$ cat config.mk
export PLATFORM = sky130hd
export DESIGN_NAME = regfile_scoreboard
export DESIGN_NICKNAME = d
export VERILOG_FILES = /design/src/rtl/regfile_scoreboard.sv
export SDC_FILE = /design/constraint.sdc
export NUM_CORES = 1
export LEC_CHECK = 0
export CORE_UTILIZATION = 40
export DETAILED_ROUTE_END_ITERATION = 8
export HOLD_SLACK_MARGIN = 0.02
export PLACE_DENSITY = 0.6
export SLEW_MARGIN = 20
export SYNTH_ARGS = -nofsm -noshare
export SYNTH_HDL_FRONTEND = slang
export SYNTH_SLANG_ARGS = --single-unit
$ cat constraint.sdc
create_clock -name clk -period 3.6 [get_ports clk]
set_input_delay 0.72 -clock clk [delete_from_list [all_inputs] [get_ports clk]]
set_output_delay 0.72 -clock clk [all_outputs]
set_load 0.005 [all_outputs]
$ cat src/rtl/regfile_scoreboard.sv
// ============================================================================
// Module   : regfile_scoreboard
// Summary  : Per-register outstanding-write scoreboard that gates decode
//            issue on RAW hazards and destination-counter room.
//            Optional macro SCOREBOARD_BYPASS_EN lets a same-cycle writeback
//            release a source (and free a destination slot) immediately.
// Revision : 1.0  initial release
// ============================================================================
`default_nettype none

module regfile_scoreboard #(
    parameter int NUM_REGS = 16,
    parameter int ID_W     = 4,
    parameter int CNT_W    = 2,
    parameter int STALL_W  = 16
) (
    input  logic                clk,
    input  logic                rst,
    input  logic                flush,
    input  logic                issue_valid,
    output logic                issue_ready,
    input  logic [ID_W-1:0]     issue_rs,
    input  logic                issue_rs_en,
    input  logic [ID_W-1:0]     issue_rt,
    input  logic                issue_rt_en,
    input  logic [ID_W-1:0]     issue_rd,
    input  logic                issue_rd_en,
    input  logic                wb_valid,
    input  logic [ID_W-1:0]     wb_rd,
    output logic [NUM_REGS-1:0] busy_vec,
    output logic [STALL_W-1:0]  stall_cnt,
    output logic                wb_err
);

    localparam logic [CNT_W-1:0]   c_cnt_max   = '1;
    localparam logic [CNT_W-1:0]   c_cnt_one   = CNT_W'(1);
    localparam logic [STALL_W-1:0] c_stall_max = '1;

    logic [CNT_W-1:0]    w_cnt [NUM_REGS];
    logic [NUM_REGS-1:0] w_busy;
    logic [NUM_REGS-1:0] w_src_busy;
    logic [NUM_REGS-1:0] w_full;
    logic [NUM_REGS-1:0] w_inc;
    logic [NUM_REGS-1:0] w_dec;
    logic                w_fire;
    logic                w_wb_orphan;

    logic [STALL_W-1:0]  r_stall_cnt;
    logic                r_wb_err;

    generate
        for (genvar g = 0; g < NUM_REGS; g++) begin : g_reg
            if (g == 0) begin : g_zero
                // R0 is hardwired zero and never participates in hazards.
                assign w_cnt[g]      = '0;
                assign w_busy[g]     = 1'b0;
                assign w_src_busy[g] = 1'b0;
                assign w_full[g]     = 1'b0;
                assign w_inc[g]      = 1'b0;
                assign w_dec[g]      = 1'b0;
            end else begin : g_track
                logic [CNT_W-1:0] r_cnt;

                assign w_inc[g]  = w_fire & issue_rd_en & (issue_rd == ID_W'(g));
                assign w_dec[g]  = wb_valid & (wb_rd == ID_W'(g)) & (r_cnt != '0);
                assign w_cnt[g]  = r_cnt;
                assign w_busy[g] = (r_cnt != '0);

`ifdef SCOREBOARD_BYPASS_EN
                // Last pending write retiring now: the regfile bypass covers the read.
                assign w_src_busy[g] = w_busy[g] & ~(w_dec[g] & (r_cnt == c_cnt_one));
                assign w_full[g]     = (r_cnt == c_cnt_max) & ~w_dec[g];
`else
                assign w_src_busy[g] = w_busy[g];
                assign w_full[g]     = (r_cnt == c_cnt_max);
`endif

                always_ff @(posedge clk) begin
                    if (rst) begin
                        r_cnt <= '0;
                    end else if (flush) begin
                        r_cnt <= '0;
                    end else if (w_inc[g] && !w_dec[g]) begin
                        r_cnt <= r_cnt + c_cnt_one;
                    end else if (!w_inc[g] && w_dec[g]) begin
                        r_cnt <= r_cnt - c_cnt_one;
                    end
                end
            end
        end
    endgenerate

    assign issue_ready = ~(issue_rs_en & w_src_busy[issue_rs])
                       & ~(issue_rt_en & w_src_busy[issue_rt])
                       & ~(issue_rd_en & w_full[issue_rd]);

    assign w_fire      = issue_valid & issue_ready;
    assign w_wb_orphan = wb_valid & (wb_rd != '0) & (w_cnt[wb_rd] == '0);

    always_ff @(posedge clk) begin
        if (rst) begin
            r_stall_cnt <= '0;
        end else if (issue_valid && !issue_ready && !flush && (r_stall_cnt != c_stall_max)) begin
            r_stall_cnt <= r_stall_cnt + STALL_W'(1);
        end
    end

    // A flushed cycle's writeback is discarded, so it cannot raise the error.
    always_ff @(posedge clk) begin
        if (rst) begin
            r_wb_err <= 1'b0;
        end else if (!flush && w_wb_orphan) begin
            r_wb_err <= 1'b1;
        end
    end

    assign busy_vec  = w_busy;
    assign stall_cnt = r_stall_cnt;
    assign wb_err    = r_wb_err;

endmodule

`default_nettype wire
==> flow_metrics.py, run 1 <==
metrics = {
    "run_status": {
        "outcome": "finished clean",
    },
    "worst_setup_path": {
        "worstReg2RegEnd": "g_reg[6].g_track.r_cnt[1]",
        "required_ns": 3.77,
        "critPathLaunchType": "input pin",
        "path_buf_inv": 3,
        "arrival_ns": 3.64,
        "ff2ff_path_depth": 11,
        "cpPeakStageDelay_ns": 0.50,
        "rrSetupSlack_ns": 0.44,
        "cp_slowest_cell": "mux4_2",
        "crit_family": "simple AND/OR/NAND/NOR gates",
        "timing.rr.start": "g_reg[2].g_track.r_cnt[1]",
        "setup.worst_path.end_class": "flip-flop",
        "cp_max_fo": 7,
        "cp_cell_sequence": "clkdlybuf4s50_1 -> inv_2 -> mux4_2 -> o22ai_1 -> o32ai_2 -> nor3_4 -> nand2b_1 -> nor3_1 -> ha_1 -> buf_4 -> o21ai_0 -> a21oi_1",
        "worstSetupPathType": "input pin to flip-flop",
    },
    "pwr": {
        "power_switching_mw": 0.2980,
        "pwr-share-seq_pct": 47.4,
        "leakagePower_nw": 1.596,
        "clockPowerShare_pct": 37.2,
        "comb_power_share_pct": 15.4,
        "ir_drop_mv": 0.1296,
        "power_mw": 1.109,
        "p_int_mw": 0.8112,
        "power-per-cell-area_nw_per_um2": 257.3,
        "swShare_pct": 26.87,
    },
    "timing": {
        "holdWs_ns": 0.4942,
        "hold_viol": 0,
        "period_minus_slack_ns": 3.473,
        "maxSlewViolCount": 0,
        "max_slew_margin_pct": 38.42,
        "period_share_pct": 96.48,
        "worstMarginPinSlew_ns": 0.9166,
        "setup_viol": 0,
        "max_freq_mhz": 287.9,
        "rsz0062_at_grt": "no",
        "fin_skew_ns": 0.004828,
    },
    "logic_synthesis": {
        "synth_seq_cells": 47,
        "syn_area_per_cell_um2": 8.101,
        "seq_area_frac_synth_pct": 28.40,
        "ys_async_sr_fraction_pct": 0,
        "synthFlopType": "dfxtp_1",
        "synth_cell_types": 50,
        "synth_edf_count": 0,
        "synthCells": 409,
        "synth_area_um2": 3313,
        "syn-num-nets": 449,
        "ys.warnings.count": 0,
    },
    "floorplanning": {
        "io_pins": 58,
        "die_area_um2": 8651,
        "rows": 32,
        "start_util_pct": 42.01,
        "die_y_um": 93.01,
        "fp.coreArea_um2": 7888,
        "dieWidth_um": 93.01,
    },
    "clock_tree": {
        "clock_path_buffers": 2,
        "path_clk_slew_ns": 0.10,
        "cts.sink_count": 47,
        "cts_tree": "done",
        "cts_made_buffers": 5,
        "cts_max_level": 2,
        "post_cts_buffers": 0,
        "clock_latency_ns": 0.30,
        "root_buffer": "clkbuf_8",
    },
    "routing": {
        "routed_wirelength_um": 9545,
        "wl_met2_um": 4562,
        "wl_per_cell_um": 16.10,
        "routed.top_layer": "met4",
        "drt_iter0_drc": 154,
        "met1Wirelength_um": 4293,
        "ant_nets": 0,
        "dr_wl_met3_um": 526,
        "drc": 0,
        "vias": 3395,
        "vias_per_cell": 5.725,
        "first_pass_iters": 5,
    },
    "place": {
        "dpl_cell_area_um2": 4193,
        "portBuffers": 56,
        "placed_cells": 585,
        "gp_congestion": 0.8746,
        "hpwl_um": 7542,
    },
    "hold_path": {
        "hold_class": "flip-flop to flip-flop",
        "holdPathStages": 2,
        "min_from": "wb_err",
        "worst_hold_path.endpoint": "wb_err",
    },
    "job": {
        "cap_violations": 0,
    },
    "cells_and_area": {
        "n_antenna_cell": 0,
        "seqCellArea_um2": 940.9,
        "area_growth_pct": 30.10,
        "nNetsFinal": 530,
        "fin_area_um2": 4310,
        "drive_above_1_share_pct": 15.68,
        "final_common_cell": "clkdlybuf4s50_1",
        "nFillCells": 761,
        "final_cell_mix": "clkdlybuf4s50_1 (54), dfxtp_1 (47), nor2_1 (40)",
        "multiInputGateArea_um2": 2227,
        "instances_no_fill": 593,
    },
    "global_routing": {
        "gr-total-overflow": 0,
        "grt_pass1_wl_um": 15340,
        "grt_util_all_layers_pct": 22.46,
        "first_global_vias": 3140,
        "grt_max_degree": 31,
        "antenna_found_initial": 0,
    },
}
## how the worst max path moves through the flow
stage                                             to        start  cells past startpoint
final                      g_reg[6].g_track.r_cnt[1]  issue_rs[2]                     12
after global routing       g_reg[6].g_track.r_cnt[1]  issue_rs[2]                     12
after CTS                  g_reg[7].g_track.r_cnt[1]  issue_rs[2]                     11
after detailed placement   g_reg[7].g_track.r_cnt[1]  issue_rs[2]                     11
after global placement     g_reg[7].g_track.r_cnt[1]  issue_rs[2]                     11
after floorplan           g_reg[12].g_track.r_cnt[1]  issue_rs[2]                     11
## through the flow
| stage | util, % | worst slack (ns) | setup TNS [ns] |
|---|---|---|---|
| 3_5_place_dp | 53.16 | -0.2393 | -4.020 |
| 4_1_cts | 54.58 | 0.1651 | 0 |
| 3_3_place_gp | 53.16 | -0.1695 | -2.302 |
| 2_1_floorplan | - | 0.3955 | 0 |
| 6_report | 54.65 | 0.1268 | 0 |
| 5_1_grt | 54.65 | 0.01198 | 0 |
## flip-flops by register name, summed over array words and instances, names as in the netlist
signal           cells
wb_err               1
stall_cnt           16
g.g_track.r_cnt     30
## routing by layer
layer,global-route usage (%),vias up
met1,29.81,1605
met2,37.81,117
li1,-,1659
met3,3.252,14
met4,6.410,0
met5,0,-
## cell usage after synthesis (2+ instances only)
library cell | n | area share (%)
nand4_1 | 11 | 2.1
a211oi_1 | 4 | 0.91
buf_4 | 2 | 0.45
or4_1 | 6 | 1.4
nand4b_1 | 2 | 0.53
nand3_2 | 2 | 0.60
or2_2 | 10 | 1.9
inv_1 | 15 | 1.7
a21oi_1 | 27 | 4.1
and3_1 | 3 | 0.57
nand2_1 | 24 | 2.7
xor2_1 | 30 | 7.9
a311oi_1 | 3 | 0.79
mux2_2 | 4 | 1.4
or3_1 | 19 | 3.6
a31oi_1 | 2 | 0.38
clkbuf_1 | 14 | 1.6
o31ai_1 | 7 | 1.6
nor4_1 | 3 | 0.57
a311o_1 | 2 | 0.60
dfxtp_1 | 47 | 28
nor2b_1 | 9 | 1.7
nand3_1 | 18 | 2.7
o31a_1 | 2 | 0.53
and2_1 | 3 | 0.57
buf_2 | 2 | 0.30
nor3b_1 | 7 | 1.6
ha_1 | 16 | 6.0
mux4_2 | 8 | 5.4
nor2_1 | 40 | 4.5
o21ai_0 | 23 | 3.5
nand2b_1 | 2 | 0.38
nand3b_1 | 2 | 0.45
nor3_1 | 19 | 2.9
o2111ai_1 | 6 | 1.6
## power groups by stage
stage	clock network, mW	logic [mW]	registers [mW]
global route	0.447	0.185	0.527
CTS	0.428	0.171	0.526
detailed placement	0	0.171	0.538
finish	0.413	0.171	0.526
global placement	0	0.170	0.538
floorplan	0	0.0871	0.537
## area by class of cell
cell class / instances / area share [%]
clock inverter: 3 / 1.074
multi-input combinational: 327 / 51.67
timing repair buffer: 94 / 19.56
tap: 102 / 2.961
clock buffer: 5 / 1.597
sequential: 47 / 21.83
inverter: 15 / 1.306
## worst min-delay path: stages (launching register included)
cell and delay, ns:
dfxtp_1 0.35, a31oi_1 0.05, nor2_1 0.07
## cell families (layout without fill, tap and decap cells)
logic type,Yosys count,count (layout),share of synthesized area (%)
AND/OR/NAND/NOR,182,182,29.38
AO/OA/AOI/OAI,86,86,16.81
flip-flops,47,47,28.40
buffers and inverters,35,117,4.531
XOR/XNOR,30,30,7.930
adder cells (fa/ha/maj),16,16,6.042
multiplexers,12,12,6.797
other,1,1,0.1132
## repair_timing
item / in CTS / in global routing
hold buffers: 0 / 0
endpoints found under the setup margin: 1 / 1
gates resized for setup: 3 / 1
(Power assumes the default switching activity.)
==> run 2, diff against run 1 <==
--- a/config.mk
+++ b/config.mk
@@ -5,6 +5,7 @@
 export SDC_FILE = /design/constraint.sdc
 export NUM_CORES = 1
 export LEC_CHECK = 0
+export ABC_AREA = 1
 export CORE_UTILIZATION = 40
 export DETAILED_ROUTE_END_ITERATION = 8
 export HOLD_SLACK_MARGIN = 0.02
==> run 2 against run 1 <==
Against the previous run:
- non-clock buffer count fell by 23
- first-iteration DRC count is 20% higher
- global-route usage increased by 0.16 points
- combinational power grew 8%
- sequential share of layout area fell by 0.60 points
- wire length up 7.4%
- critical endpoint is now issue_ready
- largest cell class unchanged
- highest routed layer unchanged
==> flow_metrics.py, run 2 <==
metrics = {
    "run_status": {
        "outcome": "finished clean",
    },
    "worst_setup_path": {
        "cp_cell_sequence": "clkdlybuf4s50_1 -> inv_2 -> nand2_1 -> nand3_1 -> nand2_1 -> nand2_1 -> nand3_1 -> nand3_1 -> nand3_4 -> inv_1 -> clkdlybuf4s50_1",
        "cpPeakStageDelay_ns": 0.58,
        "worstSetupPathType": "input pin to output port",
        "cp_slowest_cell": "clkdlybuf4s50_1",
        "cp_max_fo": 9,
        "critPathLaunchType": "input pin",
        "arrival_ns": 2.72,
        "required_ns": 2.88,
        "setup.worst_path.end_class": "output port",
    },
    "global_routing": {
        "grt_util_met1_pct": 30.68,
        "antenna_found_initial": 0,
        "use_met3_pct": 3.324,
        "gr-total-overflow": 0,
        "grt.busiest_layer": "met2",
        "grt_util_all_layers_pct": 22.62,
        "first_global_vias": 3598,
        "grt_max_degree": 31,
        "grt_pass1_wl_um": 17190,
        "grt_use_met2_pct": 37.38,
    },
    "timing": {
        "setup_viol": 0,
        "hold_viol": 0,
        "period_share_pct": 95.54,
        "max_slew_margin_pct": 61.63,
        "fin_skew_ns": 0.01446,
        "max_freq_mhz": 290.7,
        "tns_ns": 0,
        "period_minus_slack_ns": 3.439,
        "worstMarginPinSlew_ns": 0.5712,
        "rsz0062_at_grt": "no",
        "maxSlewViolCount": 0,
    },
    "floorplanning": {
        "die_y_um": 96.82,
        "die_area_um2": 9373,
        "fp.coreArea_um2": 8721,
        "start_util_pct": 41.23,
        "dieWidth_um": 96.82,
        "rows": 34,
        "io_pins": 58,
    },
    "place": {
        "dpl_cell_area_um2": 4327,
        "gp_congestion": 0.9746,
        "portBuffers": 56,
        "hpwl_um": 8164,
    },
    "logic_synthesis": {
        "seq_area_frac_synth_pct": 26.17,
        "ys_async_sr_fraction_pct": 0,
        "synth_top_area_share_pct": 26.17,
        "ys.warnings.count": 0,
        "synth_fa_ha_area_share_pct": 5.567,
        "synth_most_common_cell": "nand2_1",
        "synth_cell_types": 33,
        "synth_seq_cells": 47,
        "synthTopCellsByArea": "dfxtp_1 (26%), nand2_1 (15%), inv_1 (11%), nor2_1 (7.9%), a21oi_1 (6.8%)",
        "synth_top_family_by_area": "simple AND/OR/NAND/NOR gates",
        "synth_area_um2": 3596,
        "synthFlopType": "dfxtp_1",
        "synth-simple-area-share_pct": 37.54,
        "synthTopCellsByCount": "nand2_1 (140), inv_1 (104), nor2_1 (76)",
        "synth_edf_count": 0,
        "yosys.area.top_type": "dfxtp_1",
        "syn-num-nets": 636,
        "yosys.area_share.xor_xnor_pct": 0.2436,
        "syn_area_per_cell_um2": 6.033,
        "synthMuxAreaShare_pct": 0,
        "synth_compound_area_share_pct": 16.14,
        "synthCells": 596,
    },
    "cells_and_area": {
        "drive_above_1_share_pct": 6.959,
        "final_core_util_pct": 50.83,
        "final_common_cell": "nand2_1",
        "regMostFlops": "g.g_track.r_cnt",
        "nFillCells": 951,
        "final_cell_mix": "nand2_1 (140), inv_1 (104), nor2_1 (75)",
        "nNetsFinal": 701,
        "area_growth_pct": 23.28,
        "n_antenna_cell": 0,
        "largest_register_ffs": 30,
        "fin_area_um2": 4433,
    },
    "clock_tree": {
        "cts_made_buffers": 5,
        "clock_latency_ns": 0.31,
        "clock_path_buffers": 2,
        "cts_hold_buf": 0,
        "root_buffer": "clkbuf_8",
        "cts_resized": 0,
        "cts_max_level": 2,
        "cts.sink_count": 47,
        "cts_tree": "done",
        "post_cts_buffers": 0,
        "path_clk_slew_ns": 0.08,
    },
    "pwr": {
        "swShare_pct": 27.30,
        "power-per-cell-area_nw_per_um2": 249.2,
        "leakagePower_nw": 1.927,
        "ir_drop_mv": 0.1674,
        "p_int_mw": 0.8031,
        "clockPowerShare_pct": 35.4,
        "power_switching_mw": 0.3016,
        "comb_power_share_pct": 16.7,
        "pwr-share-seq_pct": 47.9,
    },
    "routing": {
        "routed_wirelength_um": 10250,
        "ant_nets": 0,
        "first_pass_iters": 4,
        "wl_per_cell_um": 13.33,
        "drt_iter0_drc": 185,
        "vias_per_cell": 5.060,
        "drc": 0,
        "vias": 3891,
    },
    "hold_path": {
        "hold_class": "flip-flop to flip-flop",
    },
    "job": {
        "cap_violations": 0,
    },
}
run 2: cell types whose count changed after synthesis, moves of 19 or more:
cell / delta
nor2_1: +36
inv_1: +89
nand3_1: +26
nand2_1: +116
or3_1: -19
a21oi_1: +22
xor2_1: -30
run 2: worst paths after layout:
kind	cells after the start	slack, ns	endpoint	startpoint
max	11	0.16	issue_ready	issue_rs[0]
min	2	0.46	wb_err	wb_err
max reg2reg	16	0.80	g_reg[3].g_track.r_cnt[1]	g_reg[9].g_track.r_cnt[1]
min reg2reg	2	0.46	wb_err	wb_err
run 2: logic make-up after synthesis:
logic type / count (synthesis)
compound gates: 99
xor+xnor: 1
fa+ha+maj: 16
buf+inv: 128
flops: 47
other cells: 1
simple gates: 304
run 2: layout make-up:
class	count	area (µm²)	share of cell area [%]
Inverter	115	431.7	9.738
Tap cell	108	135.1	3.048
Sequential cell	47	940.9	21.22
Multi-Input combinational cell	421	2146	48.41
Clock inverter	2	37.54	0.8467
Timing Repair Buffer	71	673.1	15.18
Clock buffer	5	68.82	1.552
run 2: critical path: cells and delay by family:
family	cells	cell delay, ns
buf+inv	4	1.39
simple gates	7	0.60
run 2: metrics by stage:
| stage | total power, mW | worst slack, ns | std cells | hold WS (ns) |
|---|---|---|---|---|
| after floorplan | 0.6554 | 0.9925 | 596 | 0.4405 |
| final | 1.105 | 0.1605 | 769 | 0.4575 |
| after global placement | 0.7231 | 0.1179 | 762 | 0.4367 |
| after CTS | 1.119 | 0.1403 | 769 | 0.4599 |
| after global routing | 1.160 | 0.002520 | 769 | 0.4954 |
| after detailed placement | 0.7253 | 0.1107 | 762 | 0.4445 |
run 2: power by group through the flow:
stage	clock (mW)	combinational, mW	sequential, mW
CTS	0.406	0.185	0.529
global route	0.424	0.206	0.530
finish	0.391	0.184	0.529
global placement	0	0.182	0.541
floorplan	0	0.115	0.540
detailed placement	0	0.184	0.541
run 2: routing by layer:
| metal | share of wire (%) | vias up |
|---|---|---|
| met5 | 0 | - |
| met4 | 1.3 | 0 |
| met3 | 4.9 | 9 |
| met2 | 45 | 92 |
| met1 | 49 | 1754 |
| li1 | - | 2036 |
